### src/rtl/mssd_frame_scheduler_if.sv
// Bus between the four MSSD frame requesters and the frame scheduler.
// Requester i holds req[i] until it sees its one-cycle gnt[i]; done[i] marks the last bit sent.
interface mssd_frame_scheduler_if;
  logic [3:0]  req;
  logic [7:0]  dest;
  logic [15:0] len;
  logic [59:0] data;
  logic [3:0]  gnt;
  logic [3:0]  done;
  logic        serOut;
  logic        busy;

  modport master (
    output req, dest, len, data,
    input  gnt, done, serOut, busy
  );

  modport slave (
    input  req, dest, len, data,
    output gnt, done, serOut, busy
  );
endinterface

### src/rtl/mssd_frame_scheduler.sv
// Round-robin arbiter and serializer for the shared MSSD serial line.
// Frame: start 0, dest[1:0], len[3:0] MSB first, payload LSB first, then GAP idle-high cycles.
module mssd_frame_scheduler #(
  parameter int GAP = 2
) (
  input  logic                       Clk,
  input  logic                       reset,
  mssd_frame_scheduler_if.slave      bus,
  output logic [2:0]                 dbg_state
);

  typedef enum logic [2:0] {
    S_IDLE  = 3'd0,
    S_START = 3'd1,
    S_ADDR  = 3'd2,
    S_LEN   = 3'd3,
    S_DATA  = 3'd4,
    S_GAP   = 3'd5
  } state_t;

  localparam logic [3:0] GAP_LAST = 4'(GAP - 1);

  state_t      state_q, state_d;
  logic [3:0]  bit_cnt_q, bit_cnt_d;
  logic [1:0]  ptr_q, ptr_d;
  logic [1:0]  win_q, win_d;
  logic [1:0]  dest_sh_q, dest_sh_d;
  logic [3:0]  len_sh_q, len_sh_d;
  logic [15:0] data_sh_q, data_sh_d;

  logic        found;
  logic [1:0]  win_sel;
  logic [1:0]  idx;

  // Search starts at the pointer and wraps, so the last winner gets lowest priority.
  always_comb begin
    found   = 1'b0;
    win_sel = ptr_q;
    idx     = ptr_q;
    for (int i = 0; i < 4; i++) begin
      idx = ptr_q + 2'(i);
      if (!found && bus.req[idx]) begin
        found   = 1'b1;
        win_sel = idx;
      end
    end
  end

  always_ff @(posedge Clk) begin
    if (reset) begin
      state_q   <= S_IDLE;
      bit_cnt_q <= 4'd0;
      ptr_q     <= 2'd0;
      win_q     <= 2'd0;
      dest_sh_q <= 2'd0;
      len_sh_q  <= 4'd0;
      data_sh_q <= 16'd0;
    end else begin
      state_q   <= state_d;
      bit_cnt_q <= bit_cnt_d;
      ptr_q     <= ptr_d;
      win_q     <= win_d;
      dest_sh_q <= dest_sh_d;
      len_sh_q  <= len_sh_d;
      data_sh_q <= data_sh_d;
    end
  end

  always_comb begin
    state_d   = state_q;
    bit_cnt_d = bit_cnt_q;
    ptr_d     = ptr_q;
    win_d     = win_q;
    dest_sh_d = dest_sh_q;
    len_sh_d  = len_sh_q;
    data_sh_d = data_sh_q;
    unique case (state_q)
      S_IDLE: begin
        if (found) begin
          state_d   = S_START;
          bit_cnt_d = 4'd0;
          win_d     = win_sel;
          ptr_d     = win_sel + 2'd1;
          dest_sh_d = bus.dest[{win_sel, 1'b0} +: 2];
          len_sh_d  = bus.len[{win_sel, 2'b00} +: 4];
          data_sh_d = {1'b0, bus.data[6'(win_sel) * 6'd15 +: 15]};
        end
      end
      S_START: begin
        state_d   = S_ADDR;
        bit_cnt_d = 4'd0;
      end
      S_ADDR: begin
        if (bit_cnt_q == 4'd1) begin
          state_d   = S_LEN;
          bit_cnt_d = 4'd0;
        end else begin
          bit_cnt_d = bit_cnt_q + 4'd1;
        end
      end
      S_LEN: begin
        if (bit_cnt_q == 4'd3) begin
          state_d   = (len_sh_q != 4'd0) ? S_DATA : S_GAP;
          bit_cnt_d = 4'd0;
        end else begin
          bit_cnt_d = bit_cnt_q + 4'd1;
        end
      end
      S_DATA: begin
        if (bit_cnt_q == len_sh_q - 4'd1) begin
          state_d   = S_GAP;
          bit_cnt_d = 4'd0;
        end else begin
          bit_cnt_d = bit_cnt_q + 4'd1;
        end
      end
      S_GAP: begin
        if (bit_cnt_q == GAP_LAST) begin
          state_d   = S_IDLE;
          bit_cnt_d = 4'd0;
        end else begin
          bit_cnt_d = bit_cnt_q + 4'd1;
        end
      end
      default: begin
        state_d   = S_IDLE;
        bit_cnt_d = 4'd0;
      end
    endcase
  end

  // Outputs decode purely from registered state, so reset forces the line high at once.
  always_comb begin
    bus.serOut = 1'b1;
    bus.gnt    = 4'd0;
    bus.done   = 4'd0;
    bus.busy   = (state_q != S_IDLE);
    unique case (state_q)
      S_IDLE:  bus.serOut = 1'b1;
      S_START: begin
        bus.serOut = 1'b0;
        bus.gnt    = 4'd1 << win_q;
      end
      S_ADDR:  bus.serOut = dest_sh_q[~bit_cnt_q[0]];
      S_LEN:   bus.serOut = len_sh_q[~bit_cnt_q[1:0]];
      S_DATA:  bus.serOut = data_sh_q[bit_cnt_q];
      S_GAP: begin
        bus.serOut = 1'b1;
        if (bit_cnt_q == 4'd0) bus.done = 4'd1 << win_q;
      end
      default: bus.serOut = 1'b1;
    endcase
  end

  assign dbg_state = state_q;

endmodule

### src/flat_wrapper.sv
// flat-port wrapper written by rule: the top's interface ports become plain ports
module mssd_frame_scheduler_flat 
#(
  parameter int GAP = 2
)
  (Clk, reset, dbg_state, bus_req, bus_dest, bus_len, bus_data, bus_gnt, bus_done, bus_serOut, bus_busy);
  mssd_frame_scheduler_if bus_i ();
  input  logic Clk;
  input  logic reset;
  output logic [2:0] dbg_state;
  input wire logic [$bits(bus_i.req)-1:0] bus_req;
  input wire logic [$bits(bus_i.dest)-1:0] bus_dest;
  input wire logic [$bits(bus_i.len)-1:0] bus_len;
  input wire logic [$bits(bus_i.data)-1:0] bus_data;
  output wire logic [$bits(bus_i.gnt)-1:0] bus_gnt;
  output wire logic [$bits(bus_i.done)-1:0] bus_done;
  output wire logic [$bits(bus_i.serOut)-1:0] bus_serOut;
  output wire logic [$bits(bus_i.busy)-1:0] bus_busy;
  assign bus_i.req = bus_req;
  assign bus_i.dest = bus_dest;
  assign bus_i.len = bus_len;
  assign bus_i.data = bus_data;
  assign bus_gnt = bus_i.gnt;
  assign bus_done = bus_i.done;
  assign bus_serOut = bus_i.serOut;
  assign bus_busy = bus_i.busy;
  mssd_frame_scheduler #(.GAP(GAP)) u_core (.Clk(Clk), .reset(reset), .bus(bus_i), .dbg_state(dbg_state));
endmodule
### config.mk
export PLATFORM = sky130hd
export DESIGN_NAME = mssd_frame_scheduler_flat
export DESIGN_NICKNAME = d
export VERILOG_FILES = /design/src/rtl/mssd_frame_scheduler_if.sv /design/src/rtl/mssd_frame_scheduler.sv /design/src/flat_wrapper.sv
export SDC_FILE = /design/constraint.sdc
export NUM_CORES = 1
export LEC_CHECK = 0
export CAP_MARGIN = 30
export CORE_MARGIN = 2
export CORE_UTILIZATION = 46
export CTS_BUF_LIST = sky130_fd_sc_hd__clkbuf_8
export DETAILED_ROUTE_END_ITERATION = 10
export GPL_TIMING_DRIVEN = 0
export PLACE_DENSITY = 0.91
export SLEW_MARGIN = 20
export SYNTH_ARGS = -nofsm -noshare
export SYNTH_HDL_FRONTEND = slang
export SYNTH_SLANG_ARGS = --single-unit
### constraint.sdc
create_clock -name Clk -period 3.8 [get_ports Clk]
set_input_delay 0.76 -clock Clk [delete_from_list [all_inputs] [get_ports Clk]]
set_output_delay 0.76 -clock Clk [all_outputs]
set_load 0.02 [all_outputs]
# After elaboration in Yosys (flattened, before gate mapping)
# Cells that the tools add are included.
op_classes:
  eq_ne: 13
  bitwise: 2
  shifts: 4
  magnitude_cmp: 7
  add_sub_neg: 6
  multipliers: 1
  n_mux: 37
  reduce_logical: 13
op_table:
  columns: ["op", "n"]
  rows:
  - ["$shiftx A60 B7 Y15", 1]
  - ["$mux W4", 7]
  - ["$pmux W3 S6", 1]
  - ["$pmux W4 S4", 1]
  - ["$shiftx A16 B5 Y4", 1]
  - ["$lt A2 B3 Y1 const B", 5]
  - ["$mux W3", 5]
  - ["$mux W1", 13]
  - ["$bmux W1 S2", 5]
  - ["$ne A2 B1 Y1 const B", 5]
  - ["$shiftx A8 B4 Y2", 1]
  - ["$eq A3 B2 Y1 const B", 2]
  - ["$eq A3 B3 Y1 const B", 2]
  - ["$mul A2 B4 Y6 const B", 1]
  - ["$mux W2", 3]
  - ["$lt A4 B5 Y1 const B", 1]
  - ["$reduce_and A5 Y1", 1]
  - ["$add A2 B1 Y2 const B", 2]
  - ["$add A2 B2 Y2 const B", 2]
  - ["$add A4 B1 Y4 const B", 1]
  - ["$bmux W1 S4", 1]
  - ["$eq A4 B1 Y1 const B", 1]
  - ["$eq A4 B2 Y1 const B", 1]
  - ["$eq A4 B4 Y1", 1]
  - ["15 further kinds", 19]
totals:
  word_cells: 90
  reg_bits: 32
  out_inout_bits: 13
  inputBits: 90

# Longest topological paths before layout
# Gate-level depths: netlist (run 1).
logic_depth:
  ltp_word: 14
  mapped_depth: 7
  mapped_depth_nobuf: 7

# Worst setup path after synthesis (run 1)
# OpenSTA, ideal clock, no wires.
synth_path:
  path_kind: "reg-to-output"
  start: "register u_core.bit_cnt_q[0]"
  end: "output port bus_serOut"
  setup_slack_ns: 1.347
  n_path_buf: 1
  arrival_time_ns: 1.693
  required_ns: 3.040
  stages_incl_launch_ff: 7
  cell_sequence: "dfxtp_1 > buf_2 > mux2i_1 > o21a_1 > a221oi_1 > nand2_1 > a41oi_1"
synth_via:
  elab_chain_cells: 4
  word_cells_on_any_way: 8
  classes_between: "mux: 7; bitwise: 1"
synth_rtl:
  columns: ["element", "line", "rtl"]
  rows:
  - ["start, declared", "mssd_frame_scheduler.sv:24", "logic [3:0] bit_cnt_q, bit_cnt_d;"]
  - ["start signal, assigned", "mssd_frame_scheduler.sv:60", "bit_cnt_q <= bit_cnt_d;"]
  - ["parallel branches: the longest is 3 deep, another holds $bmux W1 S4", null, null]
  - ["$pmux W1 S4 *", "mssd_frame_scheduler.sv:138", "unique case (state_q)"]
  - ["end, declared", "flat_wrapper.sv:17", "output wire logic [$bits(bus_i.serOut)-1:0] bus_serOut;"]
# Every way passes the cells marked *. The select of a mux whose other input is x is not followed.

# Worst setup path in the final report (run 1)
# Same ends and word-level chain as after synthesis.

==> results of run 1 <==
-- worst min-delay path, cell delays in order, from the launching register on --
cell and delay [ps]:
dfxtp_1 330, nand2_1 70, o221ai_2 50
-- worst max-delay path by stage --
stage | to | slack, ps | startpoint
6_report | bus_serOut | 340 | u_core.bit_cnt_q[0]$_SDFFE_PP0P_
5_1_grt | bus_serOut | 180 | u_core.bit_cnt_q[0]$_SDFFE_PP0P_
4_1_cts | bus_serOut | 300 | u_core.bit_cnt_q[0]$_SDFFE_PP0P_
3_5_place_dp | bus_serOut | 680 | u_core.bit_cnt_q[0]$_SDFFE_PP0P_
3_3_place_gp | bus_serOut | 680 | u_core.bit_cnt_q[0]$_SDFFE_PP0P_
2_1_floorplan | bus_serOut | 1350 | u_core.bit_cnt_q[0]$_SDFFE_PP0P_
-- kinds of logic (layout without fill, tap and decap cells) --
| logic type | after synthesis | after routing |
|---|---|---|
| adders and majority gates | 4 | 4 |
| AOI/OAI and AO/OA | 56 | 56 |
| buffers and inverters | 22 | 132 |
| xor gates and xnor gates | 7 | 7 |
| and+or+nand+nor | 78 | 78 |
| DFF | 32 | 32 |
| muxes | 52 | 52 |
-- report_power, final --
group | switching (µW) | internal (µW) | leakage (µW) | total, µW
logic | 603 | 603 | 0.00102 | 1210
registers | 124 | 481 | 0.000264 | 605
clock network | 133 | 142 | 0.0000538 | 275
total | 860 | 1230 | 0.00133 | 2090
-- stage by stage --
stage	instances	total power (µW)
2_1_floorplan	251	1452
3_3_place_gp	423	1767
3_5_place_dp	423	1809
4_1_cts	431	2087
5_1_grt	431	2217
6_report	431	2087
-- cells in the final DEF (no fill, tap or decap), types with 3 or more instances in the layout --
master           instances
clkbuf_8                 6
a211oi_1                 3
ha_1                     4
inv_1                    7
nand2b_1                 5
a21oi_1                 11
nor2_1                  16
o21ai_0                  5
o221ai_2                20
buf_6                    4
mux2i_1                 49
nand2_1                 33
clkdlybuf4s50_1        102
buf_2                    9
or3_1                    3
dfxtp_1                 32
nor2b_1                  5
xnor2_1                  5
-- registers in the layout, indices dropped and copies added, names as in the netlist --
| register | flops |
|---|---|
| u_core.dest_sh_q | 2 |
| u_core.dbg_state | 3 |
| u_core.ptr_q | 2 |
| u_core.bit_cnt_q | 4 |
| u_core.data_sh_q | 15 |
| u_core.len_sh_q | 4 |
| u_core.win_q | 2 |
-- layout make-up --
class                           count  area, µm²
Timing Repair Buffer              102       1021
Sequential cell                    32      640.6
Tap cell                           70      87.58
Buffer                             17      112.6
Multi-Input combinational cell    197       1597
Fill cell                         388       1475
Clock buffer                        6      82.58
Inverter                            5      18.77
Clock inverter                      2      7.507
-- layer usage --
metal | up-vias | global-route usage
li1 | 1158 | -
met1 | 1065 | 0.2751
met2 | 86 | 0.4368
met3 | 8 | 0.04233
met4 | 0 | 0.06823
met5 | - | 0
==> summary.txt, run 1 <==
Logic synthesis
  • Synth Area in Adders: 0.02113
  • Netlist cell types: 49
  • Cell area after synthesis: 2369 µm²
  • Mux cell area share after synthesis: 0.2309
  • Top cell type by total area after synthesis: dfxtp_1
  • Async SR Flop Fraction: 0
  • Post-synth net total: 345
  • Main combinational cell family by area after synthesis: multiplexers
  • Seq/Total Area, Yosys: 0.2705
  • Count leader, synth: mux2i_1
  • Compound-cell area share of the yosys netlist: 0.2303
  • Synth warnings: 0
  • Top cells by count, synth: 49 x mux2i_1, 33 x nand2_1, 32 x dfxtp_1
  • Yosys top cell area share: 0.2705
  • XOR/XNOR Fraction of Synth Area: 0.02588
  • Synth area leaders: dfxtp_1 27%, mux2i_1 21%, o221ai_2 13%
  • Synth Area in Simple Gates: 0.1659
  • Cell count after synthesis: 251
  • Ys flop type: dfxtp_1
  • Post-synth EDFFs: 0
  • #FFs+latches synth: 32
  • Syn_area_per_cell: 9.436 µm²

Die
  • Die Wd: 75.76 µm
  • Initial Utilization: 0.4697
  • Core Rows: 26
  • CORE AREA: 5042 µm²
  • Full die area: 5739 µm²
  • Die Y: 75.76 µm
  • I/O pins: 103

Timing
  • Final hold vios: 0
  • Post-route setup TNS: 0 ps
  • Crit path time final: 3462 ps
  • Period utilization: 0.9112
  • Worst Skew: 7.191 ps
  • WHS: 478.3 ps
  • RSZ-0062 raised after global routing: false
  • Relative slew slack: 0.5960
  • Fmax: 288.8 MHz
  • Post-route worst setup slack: 337.5 ps
  • Worst Max-Slew Pin Slew: 600.5 ps
  • Final-report setup violation count: 0
  • Slew Viols, Final: 0

Pwr
  • Power Density: 585.0 nW/µm²
  • IR drop worst, VDD: 0.0003459 V
  • Leakage: 0.001333 µW

Worst setup path
  • Cell family with most CP delay: buffers and inverters
  • CP bufs+invs: 2
  • Worst path slowest cell: clkdlybuf4s50_1
  • Crit-path cells: buf_2 > mux2i_1 > o21a_1 > a221oi_1 > nand2_1 > a41oi_1 > clkdlybuf4s50_1
  • Worst Path Arrival: 2700 ps
  • Reg2Reg Depth: 7
  • Startpoint Class: register
  • Critical path type: register to output pin
  • Crit path capture type: output pin
  • Slowest cell delay on critical path: 650 ps
  • Flop2flop setup slack: 1740 ps
  • WP data required: 3040 ps
  • Worst r2r src: u_core.len_sh_q[0]$_SDFFE_PP0P_
  • Worst Path Max Fanout: 10
  • Critical Path Stages: 7
  • FF-to-FF End: u_core.dbg_state[0]$_SDFFE_PP0P_

Clock network
  • CTS Hold Buffers Added: 0
  • Clock latency on the worst-skew pair: 300 ps
  • CTS tree: yes
  • Root buf cell: clkbuf_8
  • H-tree level count: 2
  • CTS Buf Count: 5
  • Setup bufs post-CTS: 0
  • # clock sinks: 32
  • Reg clk slew, reported paths: 70 ps
  • Number of gates resized after cts: 0
  • Clock tree buffer depth: 2

Cells and area
  • N_diodes: 0
  • Final Core Density: 0.7074
  • Final design instance area without fill: 3567 µm²
  • P&R area growth vs syn: 50.61%
  • Ratio of cells with drive above 1 in the final layout: 0.1440
  • NumNets Final: 454

Placement
  • Post-DP HPWL: 5087 µm
  • PortBufs: 102
  • RD Place Congestion: 0.8660
  • Placed Area: 3477 µm²
  • Pre-CTS setup slack: 678.1 ps

GRT
  • Antenna violations before repair: 0
  • Largest net degree at the start of global routing: 11
  • Total gr overflow: 0
  • Vias in the first global route: 2,303
  • GRT Total Usage: 0.2360
  • First-pass GRT wire length: 10,260 µm

Run
  • Max Cap Viol: 0

Run status
  • Outcome: complete, no violations

Routing
  • Routed vias: 2,317
  • DR iter-0 viols: 134
  • Routed Antenna Nets: 0
  • # DRC: 0
  • Drt first pass iters: 4
  • Per-cell routed wire length: 14.97 µm
  • DRT Wirelength: 6454 µm
  • Met3 wire len: 322 µm
  • Met2 WL: 3413 µm
  • Top Metal Used: met4
  • Vias per Instance: 5.376
  • M1 wire length: 2643 µm

Hold path
  • Hold WC Path Type: register to register
  • Hold_sp: u_core.data_sh_q[5]$_SDFFE_PP0P_
  • WHS Path Cells: 2
  • Min-Delay Endpoint: u_core.data_sh_q[5]$_SDFFE_PP0P_
Power figures use the tool's default switching activity.
==> run 2: changes to the inputs <==
--- a/config.mk
+++ b/config.mk
@@ -12,6 +12,7 @@
 export DETAILED_ROUTE_END_ITERATION = 10
 export GPL_TIMING_DRIVEN = 0
 export PLACE_DENSITY = 0.91
+export SETUP_SLACK_MARGIN = 0.02
 export SLEW_MARGIN = 20
 export SYNTH_ARGS = -nofsm -noshare
 export SYNTH_HDL_FRONTEND = slang
==> results of run 2 <==
Final layout, timing and power as in run 1 (identical DEF).
==> run 3: changes to the inputs <==
--- a/config.mk
+++ b/config.mk
@@ -10,7 +10,6 @@
 export CORE_UTILIZATION = 46
 export CTS_BUF_LIST = sky130_fd_sc_hd__clkbuf_8
 export DETAILED_ROUTE_END_ITERATION = 10
-export GPL_TIMING_DRIVEN = 0
 export PLACE_DENSITY = 0.91
 export SETUP_SLACK_MARGIN = 0.02
 export SLEW_MARGIN = 20
==> run 3 against run 2 <==
Net effect:
- combinational power down 9.9%
- fmax up 3.2%
- register-to-register slack worse by 280 ps
- flip-flop and latch count unchanged
- sequential power up 6.1%
- final cell count down 3.5%
- clock-buffer cell count down 1
- total power down 5.5%
- first-iteration DRC count down 16%
- clock skew up 1.2 ps
- global-route usage down 1.0 points
- die area unchanged
==> summary.txt, run 3 (synthesis results as in run 1) <==
Die
  • Die Wd: 75.76 µm (unchanged)
  • Die Y: 75.76 µm (unchanged)
  • Full die area: 5739 µm² (unchanged)
  • CORE AREA: 5042 µm² (unchanged)
  • Initial Utilization: 0.4697 (unchanged)
  • Core Rows: 26 (unchanged)
  • I/O pins: 103 (unchanged)

Routing
  • Vias per Instance: 5.433 (was 5.376)
  • Per-cell routed wire length: 14.19 µm (was 14.97 µm)
  • DRT Wirelength: 5905 µm (was 6454 µm)
  • DR iter-0 viols: 113 (was 134)
  • # DRC: 0 (unchanged)
  • Routed vias: 2,260 (was 2,317)
  • Drt first pass iters: 4 (unchanged)
  • Routed Antenna Nets: 0 (unchanged)

Cells and area
  • Fin cells: 416 (was 431)
  • NumNets Final: 440 (was 454)
  • N_diodes: 0 (unchanged)
  • Max reg flops: 15 (unchanged)
  • Most common cell after layout, fill and taps aside: clkdlybuf4s50_1 (unchanged)
  • Ratio of cells with drive above 1 in the final layout: 0.1156 (was 0.1440)
  • Biggest regs: u_core.data_sh_q: 15 flops, u_core.bit_cnt_q: 4 flops, u_core.len_sh_q: 4 flops (unchanged)
  • P&R area growth vs syn: 46.28% (was 50.61%)
  • Reg with most FFs: u_core.data_sh_q (unchanged)
  • Commonest non-fill, non-tap cells in the layout: 102 x clkdlybuf4s50_1, 49 x mux2i_1, 33 x nand2_1 (unchanged)

Clock network
  • Clock latency on the worst-skew pair: 280 ps (was 300 ps)
  • CTS tree: yes (unchanged)
  • Number of gates resized after cts: 0 (unchanged)
  • Clock tree buffer depth: 2 (unchanged)
  • Setup bufs post-CTS: 0 (unchanged)
  • Reg clk slew, reported paths: 70 ps (about the same)
  • CTS Hold Buffers Added: 0 (unchanged)
  • Root buf cell: clkbuf_8 (unchanged)
  • H-tree level count: 2 (unchanged)
  • # clock sinks: 32 (unchanged)
  • CTS Buf Count: 5 (unchanged)

Timing
  • Fmax: 297.9 MHz (was 288.8 MHz)
  • Worst Skew: 8.370 ps (was 7.191 ps)
  • RSZ-0062 raised after global routing: false (unchanged)
  • Period utilization: 0.8833 (was 0.9112)
  • Final-report setup violation count: 0 (unchanged)
  • WHS: 472.8 ps (was 478.3 ps)
  • Relative slew slack: 0.4916 (was 0.5960)
  • Post-route setup TNS: 0 ps (unchanged)
  • Worst Max-Slew Pin Slew: 758.5 ps (was 600.5 ps)
  • Slew Viols, Final: 0 (unchanged)
  • Crit path time final: 3356 ps (was 3462 ps)
  • Final hold vios: 0 (unchanged)

Run status
  • Outcome: complete, no violations (unchanged)

GRT
  • First-pass GRT wire length: 10,150 µm (was 10,260 µm)
  • Largest net degree at the start of global routing: 22 (was 11)
  • GRT Total Usage: 0.2257 (was 0.2360)
  • Vias in the first global route: 2,232 (was 2,303)
  • Total gr overflow: 0 (unchanged)
  • Antenna violations before repair: 0 (unchanged)

Hold path
  • Hold WC Path Type: register to register (unchanged)
  • Min-Delay Endpoint: u_core.data_sh_q[11]$_SDFFE_PP0P_ (was u_core.data_sh_q[5]$_SDFFE_PP0P_)
  • Hold_sp: u_core.data_sh_q[11]$_SDFFE_PP0P_ (was u_core.data_sh_q[5]$_SDFFE_PP0P_)
  • WHS Path Cells: 2 (unchanged)

Worst setup path
  • Worst r2r src: u_core.dbg_state[0]$_SDFFE_PP0P_ (was u_core.len_sh_q[0]$_SDFFE_PP0P_)
  • Startpoint Class: register (unchanged)
  • WP data required: 3040 ps (about the same)
  • Worst Path Arrival: 2600 ps (was 2700 ps)
  • Reg2Reg Depth: 4 (was 7)
  • Flop2flop setup slack: 1460 ps (was 1740 ps)
  • FF-to-FF End: u_core.data_sh_q[14]$_SDFFE_PP0P_ (was u_core.dbg_state[0]$_SDFFE_PP0P_)
  • Worst Path Max Fanout: 15 (was 10)
  • Critical path type: register to output pin (unchanged)
  • Crit path capture type: output pin (unchanged)

Pwr
  • Leakage: 0.001260 µW (was 0.001333 µW)
  • Power Density: 569.1 nW/µm² (was 585.0 nW/µm²)
  • IR drop worst, VDD: 0.0003553 V (was 0.0003459 V)

Placement
  • RD Place Congestion: 0.8600 (was 0.8660)
  • Total placed cells including tap cells: 409 (was 423)
  • PortBufs: 102 (unchanged)
  • Post-DP HPWL: 4614 µm (was 5087 µm)

Run
  • Max Cap Viol: 0 (unchanged)
-- run 3: changes by cell type in the layout (fill, tap and decap cells not counted), sizes merged --
cell	change
clkbuf	-3
inv	-1
clkinv	+1
buf	-12
-- run 3: per-stage QoR --
stage	area, µm²	util	worst slack (ps)	power (µW)
floorplan	2369	-	1347	1452
global placement	3387	0.6717	774.8	1704
detailed placement	3387	0.6717	746.2	1742
CTS	3465	0.6871	432.8	1985
global route	3465	0.6871	313.4	2126
finish	3465	0.6871	443.6	1972
-- run 3: worst max path at each step --
| stage | from | endpoint | slack (ps) | cells past startpoint |
|---|---|---|---|---|
| detailed placement | u_core.bit_cnt_q[0]$_SDFFE_PP0P_ | bus_serOut | 750 | 6 |
| global route | u_core.bit_cnt_q[0]$_SDFFE_PP0P_ | bus_serOut | 310 | 6 |
| floorplan | u_core.bit_cnt_q[0]$_SDFFE_PP0P_ | bus_serOut | 1350 | 6 |
| finish | u_core.bit_cnt_q[0]$_SDFFE_PP0P_ | bus_serOut | 440 | 6 |
| global placement | u_core.bit_cnt_q[0]$_SDFFE_PP0P_ | bus_serOut | 770 | 6 |
| CTS | u_core.bit_cnt_q[0]$_SDFFE_PP0P_ | bus_serOut | 430 | 6 |
-- run 3: power by group --
group	internal, µW	leakage, µW	switching, µW	total, µW
clock network	122	0.0000452	117	239
logic	561	0.000951	530	1090
registers	481	0.000264	161	642
total	1160	0.00126	808	1970
-- run 3: critical path: stages (launching register included) --
cell             delay [ps]
dfxtp_1                 740
mux2_2                  270
a21oi_1                  70
a221oi_1                290
nand2_1                  90
a41oi_1                 210
clkdlybuf4s50_1         640
-- run 3: area by class of cell --
class / count / area (µm²)
repair buffers: 105 / 1044
inverters: 5 / 18.77
multi-input cells: 197 / 1597
fillers: 395 / 1578
flip-flops and latches: 32 / 640.6
clock inverters: 2 / 8.758
well taps: 70 / 87.58
clock buffers: 5 / 68.82
-- run 3: routing by layer --
| metal | GRT usage | part of all wire |
|---|---|---|
| met3 | 0.04894 | 0.051 |
| met2 | 0.4205 | 0.53 |
| met1 | 0.2698 | 0.41 |
| met5 | 0 | 0 |
| met4 | 0.03119 | 0.0051 |
